### src/rtl/booth32_div_seq.sv
// rtl/booth32_div_seq.sv - sequential 32/32 restoring divider, signed/unsigned, fixed latency
// One quotient bit per clock; sign correction and divide-by-zero handling in a final FIX cycle.
module booth32_div_seq #(
  parameter int WIDTH = 32,
  parameter int CNT_W = 6
) (
  input  logic             clk,
  input  logic             rst,
  input  logic             start,
  input  logic [WIDTH-1:0] A,
  input  logic [WIDTH-1:0] B,
  input  logic             alu_signed,
  output logic             busy,
  output logic             done,
  output logic [WIDTH-1:0] QUOTIENT,
  output logic [WIDTH-1:0] REMAINDER,
  output logic             div_by_zero,
  output logic             overflow
);

  typedef enum logic [1:0] {S_IDLE, S_CALC, S_FIX} state_t;

  state_t             r_state;
  logic               r_sign_a;
  logic               r_sign_b;
  logic               r_signed;
  logic [WIDTH-1:0]   r_raw_a;
  logic [WIDTH-1:0]   r_raw_b;
  logic [WIDTH-1:0]   r_dvd;
  logic [WIDTH-1:0]   r_dvs;
  logic [WIDTH-1:0]   r_rem;
  logic [CNT_W-1:0]   r_cnt;

  logic               w_a_neg;
  logic               w_b_neg;
  logic [WIDTH-1:0]   w_a_mag;
  logic [WIDTH-1:0]   w_b_mag;
  logic [WIDTH:0]     w_shift;
  logic [WIDTH:0]     w_trial;
  logic               w_ge;
  logic               w_last;
  logic [WIDTH-1:0]   w_q_fix;
  logic [WIDTH-1:0]   w_r_fix;
  logic               w_ovf;

  assign w_a_neg = alu_signed & A[WIDTH-1];
  assign w_b_neg = alu_signed & B[WIDTH-1];
  // Negating the most negative value wraps to itself, which is its correct unsigned magnitude.
  assign w_a_mag = w_a_neg ? -A : A;
  assign w_b_mag = w_b_neg ? -B : B;

  assign w_shift = {r_rem, r_dvd[WIDTH-1]};
  assign w_trial = w_shift - {1'b0, r_dvs};
  assign w_ge    = ~w_trial[WIDTH];
  assign w_last  = (r_cnt == CNT_W'(WIDTH - 1));

  assign w_q_fix = (r_sign_a ^ r_sign_b) ? -r_dvd : r_dvd;
  assign w_r_fix = r_sign_a ? -r_rem : r_rem;
  assign w_ovf   = r_signed && (r_raw_a == {1'b1, {(WIDTH-1){1'b0}}}) && (r_raw_b == {WIDTH{1'b1}});

  always_ff @(posedge clk) begin
    if (rst) begin
      r_state     <= S_IDLE;
      r_sign_a    <= 1'b0;
      r_sign_b    <= 1'b0;
      r_signed    <= 1'b0;
      r_raw_a     <= '0;
      r_raw_b     <= '0;
      r_dvd       <= '0;
      r_dvs       <= '0;
      r_rem       <= '0;
      r_cnt       <= '0;
      busy        <= 1'b0;
      done        <= 1'b0;
      QUOTIENT    <= '0;
      REMAINDER   <= '0;
      div_by_zero <= 1'b0;
      overflow    <= 1'b0;
    end else begin
      done <= 1'b0;
      case (r_state)
        S_IDLE: begin
          if (start) begin
            r_sign_a <= w_a_neg;
            r_sign_b <= w_b_neg;
            r_signed <= alu_signed;
            r_raw_a  <= A;
            r_raw_b  <= B;
            r_dvd    <= w_a_mag;
            r_dvs    <= w_b_mag;
            r_rem    <= '0;
            r_cnt    <= '0;
            busy     <= 1'b1;
            r_state  <= S_CALC;
          end
        end
        S_CALC: begin
          // Quotient bits shift into the vacated dividend LSBs.
          r_rem <= w_ge ? w_trial[WIDTH-1:0] : w_shift[WIDTH-1:0];
          r_dvd <= {r_dvd[WIDTH-2:0], w_ge};
          r_cnt <= r_cnt + 1'b1;
          if (w_last) r_state <= S_FIX;
        end
        S_FIX: begin
          if (r_dvs == '0) begin
            QUOTIENT    <= {WIDTH{1'b1}};
            REMAINDER   <= r_raw_a;
            div_by_zero <= 1'b1;
            overflow    <= 1'b0;
          end else begin
            QUOTIENT    <= w_q_fix;
            REMAINDER   <= w_r_fix;
            div_by_zero <= 1'b0;
            overflow    <= w_ovf;
          end
          done    <= 1'b1;
          busy    <= 1'b0;
          r_state <= S_IDLE;
        end
        default: r_state <= S_IDLE;
      endcase
    end
  end

endmodule
### config.mk
export PLATFORM = sky130hd
export DESIGN_NAME = booth32_div_seq
export DESIGN_NICKNAME = d
export VERILOG_FILES = /design/src/rtl/booth32_div_seq.sv
export SDC_FILE = /design/constraint.sdc
export NUM_CORES = 1
export LEC_CHECK = 0
export CAP_MARGIN = 20
export CELL_PAD_IN_SITES_DETAIL_PLACEMENT = 1
export CELL_PAD_IN_SITES_GLOBAL_PLACEMENT = 2
export CORE_MARGIN = 2
export CORE_UTILIZATION = 35
export DETAILED_ROUTE_END_ITERATION = 8
export PLACE_DENSITY_LB_ADDON = 0.1
export RECOVER_POWER = 25
export REMOVE_ABC_BUFFERS = 1
export SYNTH_ARGS = -nofsm -noshare
export SYNTH_HDL_FRONTEND = slang
export SYNTH_SLANG_ARGS = --single-unit
### constraint.sdc
create_clock -name clk -period 9.3 [get_ports clk]
set_input_delay 2.79 -clock clk [delete_from_list [all_inputs] [get_ports clk]]
set_output_delay 2.79 -clock clk [all_outputs]
set_load 0.005 [all_outputs]
* Word level (Yosys, flattened, before mapping)
Cells that the tools add are included.
** Operators by class
- Add/subtract/negate cells :: 6
- Eq/ne operators :: 7
- Muxes and demuxes :: 21
- Bitwise logic cells :: 4
- Reduce and logical (&&, ||, !) cells :: 10
** Operators by type and width (count)
- $mux W32 :: 9
- $neg A32 Y32 :: 4
- $pmux W32 S2 :: 2
- $eq A32 B32 Y1 const B :: 2
- $sub A33 B32 Y33 :: 1
- $logic_not A32 Y1 :: 1
- $pmux W6 S2 :: 1
- $reduce_and A2 Y1 :: 4
- $add A6 B1 Y6 const B :: 1
- $eq A6 B5 Y1 const B :: 1
- $mux W6 :: 1
- $mux W1 :: 4
- $mux W2 :: 2
- $ne A2 B2 Y1 const B :: 2
- $pmux W2 S2 :: 1
- $reduce_bool A2 Y1 :: 2
- $and A1 B1 Y1 :: 2
- $eq A2 B1 Y1 const B :: 1
- $eq A2 B2 Y1 const B :: 1
- $logic_and A1 B1 Y1 :: 2
- $logic_not A2 Y1 :: 1
- $pmux W1 S2 :: 1
- $not A1 Y1 :: 1
- $xor A1 B1 Y1 :: 1
** Storage, ports and cells
- Bits in registers :: 239
- Bits of input ports :: 68
- Output and inout bits :: 68
- Logic and storage cells :: 64

* Depth between registers and ports, before layout
Gate-level depths: netlist of run 1.
- Word-level depth :: 4
- Gate-level depth with buffers :: 13
- Depth with buffers taken out :: 12

* Least setup slack after synthesis of run 1
OpenSTA, ideal clock, no wires.
- Kind :: input-to-reg
- Start point :: input port A[1]
- End point :: register r_dvd[28]
- Library setup time :: 0.128 ns
- Arrival :: 4.914 ns
- Required time :: 9.172 ns
- Slack :: 4.259 ns
- Cell stages on the path :: 11
- Buffers on the path :: 0
- Path through :: inv_1 -> ha_1 -> nand2b_1 -> nand2b_1 -> or3_1 -> or3_1 -> o41ai_2 -> o21ai_0 -> xor2_1 -> a222oi_1 -> nor2_1
** On the way
- Cells in the longest elaborated chain, start to end :: 4
** RTL lines
- start: declaration :: RTL line 10 : input logic [WIDTH-1:0] A,
- $neg A32 Y32 :: RTL line 49 : assign w_a_mag = w_a_neg ? -A : A;
- $mux W32 :: RTL line 49
- $mux W32 :: RTL line 83 : if (start) begin
- $pmux W32 S2 :: RTL line 81 : case (r_state)
- end signal: assignment :: RTL line 89 : r_dvd <= w_a_mag;
- end signal: assignment :: RTL line 100 : r_dvd <= {r_dvd[WIDTH-2:0], w_ge};
- end: declaration :: RTL line 29 : logic [WIDTH-1:0] r_dvd;
Every way passes these cells. The select of a mux whose other input is x is not followed.
A chain may end at the register's enable or synchronous reset.

==> results.toml, run 1 <==
[sta]
finalHoldViolCount = 0
finalSetupTns_ps = 0
final-max-slew-violation-count = 62
max_freq_mhz = 157
setup_violations = 0
period_minus_slack_ps = 6380
holdWs_ps = 452
worst_pin_slew_ps = 3060
rsz0062_at_grt = "no"
layout_setup_ws_ps = 2920
min_period_over_period_pct = 68.6
max_slew_margin_pct = -104
skew_ps = 17.5

[critical_path]
path_max_fanout = 76
path_buf_inv = 3
cp_data_arrival_time_ps = 6850
required_ps = 9780
end_kind = "flip-flop"
critical_path.top_delay_family = "buffers and inverters"
crit_type = "input port to flip-flop"
startpoint_type = "input port"
path_common_cell = "buf_4"
slowest_stage = "clkbuf_1"
crit_chain = "clkbuf_1 > buf_4 > nand2b_1 > buf_4 > nor4_1 > a221oi_1 > nand2_1"
max_stage_delay_ps = 2110

[run]
maxCapViolCount = 1

[global_routing]
antenna_found_initial = 1
grt_pass1_vias = 12600
grtUsageTotal_pct = 23.4
grt_pass1_wl_um = 72500
gr-total-overflow = 0
grt_max_degree = 95

[floorplan]
pin_count = 136
core-area_um2 = 37300
fp.dieH_um = 198
fp.dieW_um = 198
start_util_pct = 35.3
row_count = 71
fp.dieArea_um2 = 39200

[place]
dpl-instance-area_um2 = 14800
pre_cts_slack_ps = 2990
numPortBuffers = 135
place_congestion = 0.814
hpwl_um = 33200

[synthesis]
synth_top_family_by_area = "compound AO/OA/AOI/OAI gates"
netlist_area_um2 = 13200
yosysUniqueCellTypes = 65
synth-compound-area-share_pct = 24.4
syn-instance-count = 1712
synth-xor-area-share_pct = 9.45
ys_seq_area_share_pct = 36.2
synthFlopType = "dfxtp_1"
yosys_register_bits = 238
synth_fa_ha_area_share_pct = 3.67
synth_edf_count = 0
yosysWarningCount = 0
synthSimpleGateAreaFrac_pct = 21.1
synth.area.mux_share_pct = 0.314
async_reset_ff_share_pct = 0
syn_avg_cell_area_um2 = 7.69

[final_layout]
final_cell_mix = "nor2_1 (241), dfxtp_1 (238), nand2_1 (225)"
final_common_cell = "nor2_1"
seq_area_um2 = 4760
area_growth_pct = 20.9
fin_nets = 1880
multi_input_area_um2 = 7800
layout-drive-gt1-share_pct = 5.06
design_area_um2 = 15900
fill_cells = 4507

[drt]
wirelength_um = 45600
viasPerCell = 5.51
dr.pass1.iters = 6
drcViolationCount = 0
vias = 12500
initialDrtViolationCount = 688
ant_nets = 0
wire_per_inst_um = 20.1

[pwr]
ir_worst_vdd_v = 0.000136
p_per_area_nw_per_um2 = 182
p_leak_uw = 0.00594
total_power_uw = 2890

[status]
status = "finished with violations"
violations = "max-capacitance violations, max-slew violations"

[clock_tree]
cts_root_buffer = "clkbuf_16"
cts_buffer_depth = 3
cts_setup_buffers = 0
cts_resized = 0
cts_hold_buf = 0
cts_sinks = 238
numCtsBuffers = 30
path_clk_slew_ps = 60
insertion_delay_ps = 590
cts_tree = "built"
htreeDepth = 1

[hold_path]
hold_class = "flip-flop to flip-flop"
-- cell families (layout without fill, tap and decap cells) --
logic type,count (synthesis),after routing
adders and majority gates,38,38
and+or+nand+nor,626,626
DFF,238,238
muxes,4,4
buffers and inverters,169,255
other,0,1
xor gates and xnor gates,142,142
AOI/OAI and AO/OA,495,495
-- registers in the layout, indices dropped and copies added, names as in the netlist --
| name | count |
|---|---|
| busy | 1 |
| r_raw_b | 32 |
| r_cnt | 6 |
| r_sign_a | 1 |
| r_dvs | 31 |
| r_raw_a | 32 |
| QUOTIENT | 32 |
| overflow | 1 |
| r_rem | 32 |
| r_sign_b | 1 |
| done | 1 |
| div_by_zero | 1 |
| r_dvd | 32 |
| r_signed | 1 |
| r_state | 2 |
| REMAINDER | 32 |
-- layout make-up --
type                            instances  area share (%)
Multi-Input combinational cell       1305            49.0
Sequential cell                       238            30.0
Timing Repair Buffer                  148            9.12
Clock buffer                           42            5.51
Tap cell                              474            3.73
Clock inverter                         14            1.43
Inverter                               51            1.20
Antenna cell                            1          0.0157
-- metrics by stage --
step / cells / utilization (%)
after floorplan: 1594 / -
after global placement: 2215 / 39.6
after detailed placement: 2215 / 39.6
after CTS: 2271 / 42.6
after global routing: 2272 / 42.6
final: 2273 / 42.6
-- cells in the mapped netlist (all sizes together) (10+ instances only) --
cell      n  area [um^2]
o22ai    15         93.8
o41ai    17          156
nor2    243          912
or3      17          126
a222oi   30          300
ha       37          463
a21o     13         97.6
nand4    16          100
nor4     27          169
inv      51          191
nor3     21          105
a21oi   181          906
o31ai    15          123
clkbuf  108          405
a22o     10         88.8
nand3    10         50.1
buf      10         41.3
xnor2    61          534
o21ai    90          458
xor2     81          709
a211oi   54          405
dfxtp   238         4760
a311oi   26          228
nand2b   13         81.3
nand2   226          848
or4      12         97.6
-- worst paths after layout --
path                                   from     endpoint  slack (ps)  cells after the start
worst max register to register    r_dvd[31]    r_rem[23]        4860                     13
worst min-delay path            r_raw_b[19]  r_raw_b[19]         450                      2
worst min register to register  r_raw_b[19]  r_raw_b[19]         450                      2
worst max-delay path                    rst    r_rem[31]        2920                      7
-- routing by layer --
metal	share of wire, %	vias up	wire (um)	track usage, %
met4	2.2	0	1020	5.76
li1	-	6227	-	-
met2	48	187	21800	40.5
met1	46	6052	21200	30.9
met5	0	-	0	0
met3	3.5	51	1580	2.88
-- power breakdown --
part           internal (uW)  switching, uW  leakage (uW)
combinational            193            294       0.00346
sequential              1070           56.8       0.00194
clock                    796            486      0.000534
-- worst min-delay path, stage by stage, from the launching register on --
cell     delay, ps
dfxtp_1        310
nand2_1         50
a21oi_1         50
No activity file was read; power rests on OpenSTA's default activity.
==> run 2: changes to the inputs <==
--- a/config.mk
+++ b/config.mk
@@ -9,7 +9,7 @@
 export CELL_PAD_IN_SITES_DETAIL_PLACEMENT = 1
 export CELL_PAD_IN_SITES_GLOBAL_PLACEMENT = 2
 export CORE_MARGIN = 2
-export CORE_UTILIZATION = 35
+export CORE_UTILIZATION = 34
 export DETAILED_ROUTE_END_ITERATION = 8
 export PLACE_DENSITY_LB_ADDON = 0.1
 export RECOVER_POWER = 25
==> constraint.sdc (replaced) <==
create_clock -name clk -period 6 [get_ports clk]
set_input_delay 1.8 -clock clk [delete_from_list [all_inputs] [get_ports clk]]
set_output_delay 1.8 -clock clk [all_outputs]
set_load 0.005 [all_outputs]
==> results.toml, run 2 (synthesis gave the netlist of run 1 again) <==
[clock_tree]
cts_hold_buf = 0
cts_tree = "built"
cts_setup_buffers = 0
insertion_delay_ps = 560
cts_sinks = 238
path_clk_slew_ps = 60
cts_buffer_depth = 3
htreeDepth = 1
cts_resized = 0
cts_root_buffer = "clkbuf_16"
numCtsBuffers = 29

[place]
pre_cts_slack_ps = 827
place_congestion = 0.812
dp_cells = 2263
hpwl_um = 33500
numPortBuffers = 135

[sta]
final-max-slew-violation-count = 213
max_freq_mhz = 209
setup_violations = 0
finalHoldViolCount = 0
max_slew_margin_pct = -75.6
skew_ps = 21.3
worst_pin_slew_ps = 2630
finalSetupTns_ps = 0
layout_setup_ws_ps = 1220
period_minus_slack_ps = 4780
min_period_over_period_pct = 79.7
rsz0062_at_grt = "no"

[drt]
wire_per_inst_um = 19.8
initialDrtViolationCount = 649
viasPerCell = 5.44
ant_nets = 0
dr.pass1.iters = 8
wirelength_um = 45700
vias = 12600
drcViolationCount = 0

[final_layout]
layout-drive-gt1-share_pct = 5.07
final_common_cell = "nor2_1"
instances_no_fill = 2315
fin_util_pct = 41.4
final_cell_mix = "nor2_1 (241), dfxtp_1 (238), nand2_1 (225)"
fin_nets = 1882
area_growth_pct = 21.0

[critical_path]
max_stage_delay_ps = 1940
end_kind = "flip-flop"
crit_type = "input port to flip-flop"
cp_data_arrival_time_ps = 5090
slowest_stage = "clkbuf_1"
critical_path.top_delay_family = "buffers and inverters"
startpoint_type = "input port"
path_max_fanout = 73
worst-path-stages = 3
crit_chain = "clkbuf_2 > clkbuf_1 > a2111oi_0"
required_ps = 6310
r2r-start = "r_dvd[31]"
r2r.worst_path.cells = 13
path_buf_inv = 2
r2r_end = "r_rem[23]"
ff2ff_setup_slack_ps = 1610

[hold_path]
hold_class = "flip-flop to flip-flop"
min_from = "r_raw_b[31]"
whs_path_depth = 2
hold-path-endpoint = "r_raw_b[31]"

[floorplan]
fp.dieW_um = 201
pin_count = 136
core-area_um2 = 38500
row_count = 72
fp.dieArea_um2 = 40300
fp.dieH_um = 201
start_util_pct = 34.2

[global_routing]
grt_max_degree = 93
grt_pass1_vias = 12800
gr-total-overflow = 0
antenna_found_initial = 1
grt_pass1_wl_um = 73400
grtUsageTotal_pct = 22.5

[run]
maxCapViolCount = 3

[status]
violations = "max-capacitance violations, max-slew violations"
status = "finished with violations"

[pwr]
p_leak_uw = 0.00594
p_per_area_nw_per_um2 = 277
ir_worst_vdd_v = 0.000178
run 2: worst max path at each step:
| stage | endpoint | slack, ps | from |
|---|---|---|---|
| floorplan | r_dvs[31] | 910 | start |
| global placement | r_dvd[28] | 930 | A[7] |
| detailed placement | r_dvd[28] | 830 | A[3] |
| CTS | r_dvd[28] | 1410 | A[3] |
| global route | r_dvd[31] | 790 | rst |
| finish | r_dvd[31] | 1220 | rst |
run 2: stage by stage:
| step | hold WS [ps] | power (uW) | area, um^2 |
|---|---|---|---|
| 5_1_grt | 478 | 4610 | 15900 |
| 2_1_floorplan | 430 | 2240 | 12700 |
| 6_report | 453 | 4400 | 15900 |
| 4_1_cts | 458 | 4460 | 15900 |
| 3_3_place_gp | 444 | 2520 | 14900 |
| 3_5_place_dp | 449 | 2530 | 14900 |
run 2: final cells by class:
cell class	instances	area [um^2]
fill	4682	22600
multi-input combinational	1305	7800
sequential	238	4760
timing repair buffer	151	1480
clock buffer	39	843
tap	518	648
inverter	51	191
clock inverter	12	188
antenna	1	2.50
run 2: worst min-delay path, stage by stage (launching register included):
cell     delay [ps]
dfxtp_1         310
nand2_1          50
a21oi_1          50
run 2: power breakdown:
part           total, uW  internal [uW]  leakage (uW)  switching [uW]
clock network       1910           1190      0.000512             720
logic                756            303       0.00348             454
registers           1740           1650       0.00194            88.9
total               4400           3140       0.00594            1260
run 2: metal layers:
layer,wire [um],GRT usage [%]
met1,21400,29.8
met4,784,5.05
met3,1420,2.48
met2,22100,39.3
met5,0,0
